[src/rtl/phy_serial_rx_s2p.sv]
// Serial-to-parallel receive lane: COM hunt, lock, byte delivery.
// Feeds the lane demux with one byte and a valid strobe per byte period.
module phy_serial_rx_s2p #(
  parameter logic [7:0] COM     = 8'hBC,
  parameter int         BC_LOCK = 4
) (
  input  logic       clk_16f,
  input  logic       reset_L,
  input  logic       data_in,
  output logic [7:0] data_out,
  output logic       valid_out,
  output logic       active
);

  localparam logic [3:0] LOCK_N = 4'(BC_LOCK);

  typedef enum logic [1:0] {
    SEARCH = 2'd0,
    ALIGN  = 2'd1,
    ACTIVE = 2'd2
  } state_t;

  state_t     state_q, state_d;
  logic [7:0] shift_q;
  logic [2:0] bit_cnt_q, bit_cnt_d;
  logic [3:0] bc_cnt_q, bc_cnt_d;
  logic [3:0] bc_inc;
  logic [7:0] data_d;
  logic       valid_d;
  logic       active_d;
  logic [7:0] window;
  logic       byte_done;
  logic       is_com;

  assign window    = {shift_q[6:0], data_in};
  assign byte_done = (bit_cnt_q == 3'd7);
  assign is_com    = (window == COM);
  assign bc_inc    = bc_cnt_q + 4'd1;

  // Next state: alignment hunt, lock counting and byte capture.
  always_comb begin
    state_d   = state_q;
    bit_cnt_d = bit_cnt_q + 3'd1;
    bc_cnt_d  = bc_cnt_q;
    data_d    = data_out;
    valid_d   = valid_out;
    active_d  = active;
    unique case (state_q)
      SEARCH: begin
        if (is_com) begin
          bit_cnt_d = 3'd0;
          bc_cnt_d  = 4'd1;
          if (BC_LOCK == 1) begin
            state_d  = ACTIVE;
            active_d = 1'b1;
          end else begin
            state_d = ALIGN;
          end
        end
      end
      ALIGN: begin
        if (byte_done) begin
          if (is_com) begin
            bc_cnt_d = bc_inc;
            if (bc_inc == LOCK_N) begin
              state_d  = ACTIVE;
              active_d = 1'b1;
            end
          end else begin
            bc_cnt_d = 4'd0;
            state_d  = SEARCH;
          end
        end
      end
      ACTIVE: begin
        if (byte_done) begin
          if (is_com) begin
            valid_d = 1'b0;
          end else begin
            data_d  = window;
            valid_d = 1'b1;
          end
        end
      end
      default: begin
        state_d = SEARCH;
      end
    endcase
  end

  // Registers; synchronous reset wins over everything.
  always_ff @(posedge clk_16f) begin
    if (!reset_L) begin
      state_q   <= SEARCH;
      shift_q   <= 8'h00;
      bit_cnt_q <= 3'd0;
      bc_cnt_q  <= 4'd0;
      data_out  <= 8'h00;
      valid_out <= 1'b0;
      active    <= 1'b0;
    end else begin
      state_q   <= state_d;
      shift_q   <= window;
      bit_cnt_q <= bit_cnt_d;
      bc_cnt_q  <= bc_cnt_d;
      data_out  <= data_d;
      valid_out <= valid_d;
      active    <= active_d;
    end
  end

endmodule

[config.mk]
export PLATFORM = sky130hd
export DESIGN_NAME = phy_serial_rx_s2p
export DESIGN_NICKNAME = d
export VERILOG_FILES = /design/src/rtl/phy_serial_rx_s2p.sv
export SDC_FILE = /design/constraint.sdc
export NUM_CORES = 1
export LEC_CHECK = 0
export ABC_CLOCK_PERIOD_IN_PS = 1710
export CAP_MARGIN = 30
export CORE_MARGIN = 10
export CORE_UTILIZATION = 40
export CTS_BUF_LIST = sky130_fd_sc_hd__clkbuf_16
export DETAILED_ROUTE_END_ITERATION = 7
export PLACE_DENSITY = 0.57
export SLEW_MARGIN = 20
export SYNTH_ARGS = -nofsm -noshare
export SYNTH_HDL_FRONTEND = slang
export SYNTH_SLANG_ARGS = --single-unit
[constraint.sdc]
create_clock -name clk_16f -period 1.71 [get_ports clk_16f]
set_input_delay 0.2565 -clock clk_16f [delete_from_list [all_inputs] [get_ports clk_16f]]
set_output_delay 0.2565 -clock clk_16f [all_outputs]
set_load 0.03 [all_outputs]
==> metrics.cfg <==
[pwr]
p_leak_nw=0.5241
peakVddDrop_mv=0.5048
power_w=0.001165
power_density_nw_per_um2=866.8

[logic_synthesis]
synth-simple-area-share_pct=24.38
syn-num-nets=111
synth_xor_area_share_pct=0
synth.cell_area_um2=1067
ys.warnings.count=0
avgSynthCellArea_um2=10.26
synth_top_area_share_pct=48.77
synthMuxAreaShare_pct=7.503
synth_top_family_by_area=simple AND/OR/NAND/NOR gates
ys_seq_elements=26
synth_compound_area_share_pct=11.14
synthTopCellsByArea=dfxtp_1 (49%), mux2i_1 (7.5%), nor2b_1 (5.9%)
yosys.area.top_type=dfxtp_1
yosysUniqueCellTypes=27
dominantRegCellSynth=dfxtp_1
async_flop_share_pct=0
synth_fa_ha_area_share_pct=4.689
synth_edf_count=0
syn_inst=104
ys_seq_area_share_pct=48.77

[cts]
clkTransAtPathRegs_ps=60
clk_path_buf_depth=2
cts_tree=done
cts_buffers=3
cts.sinks=26
cts.htree.levels=1
clk_latency_ps=260
cts-root-buf=clkbuf_16
postCtsHoldBufs=0

[grt]
grt_pass1_wl_um=3298
grt_overflow=0
antenna_found_initial=0
grt.total_usage_pct=7.757
grt_max_degree=15
grt_pass1_vias=713

[worst_setup_path]
crit_fanout=6
cp_slowest_cell=dfxtp_1
startpoint_type=flop
timing.rr.start=bit_cnt_q[0]$_SDFF_PN0_
slowest_delay_ps=330
crit_family=adder cells
crit_buf_inv=1
r2r_slack_ps=180
path_cells=ha_1 > ha_2 > nand3b_1 > a21oi_2 > buf_4 > mux2i_1 > nor2b_1
ff2ff_path_depth=7
critPathKind=flop to flop
critPathCaptureType=flop
cp.required_ps=1860
r2r-end=data_out[0]$_SDFFE_PN0P_
cp.arrival_ps=1680

[place]
place_congestion=0.7477
place_area_um2=1259
post-dp-hpwl_um=1426
dp_cells=150
port_buffers=12

[finish]
layout.cells.most_common_list=dfxtp_1 (26), clkdlybuf4s50_1 (12), nor2b_1 (10)
nets=132
num_antenna_cells=0
final_common_cell=dfxtp_1
area_growth_pct=25.91
multi_input_area_um2=515.5
drive_above_1_share_pct=15.32
final_cell_count_no_fill=154
nFillCells=241
regArea_um2=520.5
finalInstanceArea_um2=1344

[routing]
first_pass_iters=4
antenna_left=0
routedWlPerCell_um=12.06
post-route-drc-count=0
via_per_inst=4.838
drt_iter0_drc=26
wl_um=1858
num_vias=745

[timing]
whs_ps=418.8
fin_worst_skew_ps=4.389
drv_slew=0
final-setup-viol-count=0
tightest_slew_ps=315.1
hold_viol=0
fin_crit_ps=1526
setup_tns_ps=0
slew_headroom_pct=78.93
rsz0062_at_grt=no
post-route-period-util_pct=89.25
max_freq_mhz=655.2

[floorplanning]
core-area_um2=2522
rows=18
fp.dieW_um=71.66
initial_utilization_pct=42.31
pin_count=13
die_h_um=71.66
die_area_um2=5134

[run_status]
status=finished, final reports clean

[hold_path]
hold_depth=1
hold_path_end=bit_cnt_q[0]$_SDFF_PN0_
min_path_type=flop to flop
hold_start=bit_cnt_q[0]$_SDFF_PN0_

[flow_run]
drv_cap=0

worst register-to-register path, cell delays in order, from the launching register on:
cell and delay, ps:
dfxtp_1 330, ha_1 150, ha_2 230, nand3b_1 120, a21oi_2 150, buf_4 180
mux2i_1 200, nor2b_1 60
cells in the mapped netlist (all sizes together), types with 2 or more instances:
master  instances
nand3b          3
nand2           5
and2            9
nor2b          10
o21ai           6
clkbuf          2
ha              4
nor4b           2
a31oi           2
dfxtp          26
a21oi           3
o211a           2
nor2            6
inv             5
nand2b          2
mux2i           8
layer usage:
metal | up-vias | track usage (%) | part of all wire (%)
li1 | 397 | - | -
met2 | 9 | 11.47 | 42
met1 | 335 | 9.655 | 52
met5 | - | 0 | 0
met4 | 0 | 3.871 | 1.3
met3 | 4 | 2.755 | 5.2
worst max path at each step:
stage                             from                       end  slack, ps  cells after the start
4_1_cts        bit_cnt_q[0]$_SDFF_PN0_  data_out[0]$_SDFFE_PN0P_         70                      7
5_1_grt                        data_in  bc_cnt_q[3]$_SDFFE_PN0P_         50                      6
2_1_floorplan  bit_cnt_q[0]$_SDFF_PN0_  bc_cnt_q[3]$_SDFFE_PN0P_        260                      6
3_5_place_dp                   data_in   bit_cnt_q[1]$_SDFF_PN0_        -60                      6
6_report       bit_cnt_q[0]$_SDFF_PN0_  data_out[0]$_SDFFE_PN0P_        180                      7
3_3_place_gp                   data_in   bit_cnt_q[1]$_SDFF_PN0_        -20                      6
metrics by stage:
step	setup slack, ps	util [%]
5_1_grt	46.00	53.27
3_5_place_dp	-55.32	49.90
3_3_place_gp	-17.22	49.90
2_1_floorplan	258.8	-
4_1_cts	67.02	53.03
6_report	183.8	53.27
power by group:
| part | internal [W] | switching [W] | leakage [nW] |
|---|---|---|---|
| Clock | 0.000312 | 0.000193 | 0.0385 |
| Combinational | 0.0000214 | 0.0000174 | 0.275 |
| Sequential | 0.000615 | 0.00000542 | 0.211 |
what timing repair did:
item / 4_1_cts / 5_1_grt
setup endpoints to repair: 0 / 8
setup buffers: 0 / 0
resized for setup: 0 / 2
cell families after synthesis:
group / Yosys count
and+or+nand+nor: 41
DFF: 26
AOI/OAI and AO/OA: 17
buffers and inverters: 8
muxes: 8
adders and majority gates: 4
registers in the layout (all words and copies together), names as in the netlist:
| name | cells |
|---|---|
| state_q | 2 |
| bc_cnt_q | 4 |
| shift_q | 7 |
| valid_out | 1 |
| bit_cnt_q | 3 |
| active | 1 |
| data_out | 8 |
final cells by class:
class	count	area share, %
clock buffer	3	5.587
tap	30	2.793
sequential	26	38.73
clock inverter	1	0.2793
inverter	5	1.397
multi-input combinational	70	38.36
timing repair buffer	19	12.85
Power figures use the tool's default switching activity.
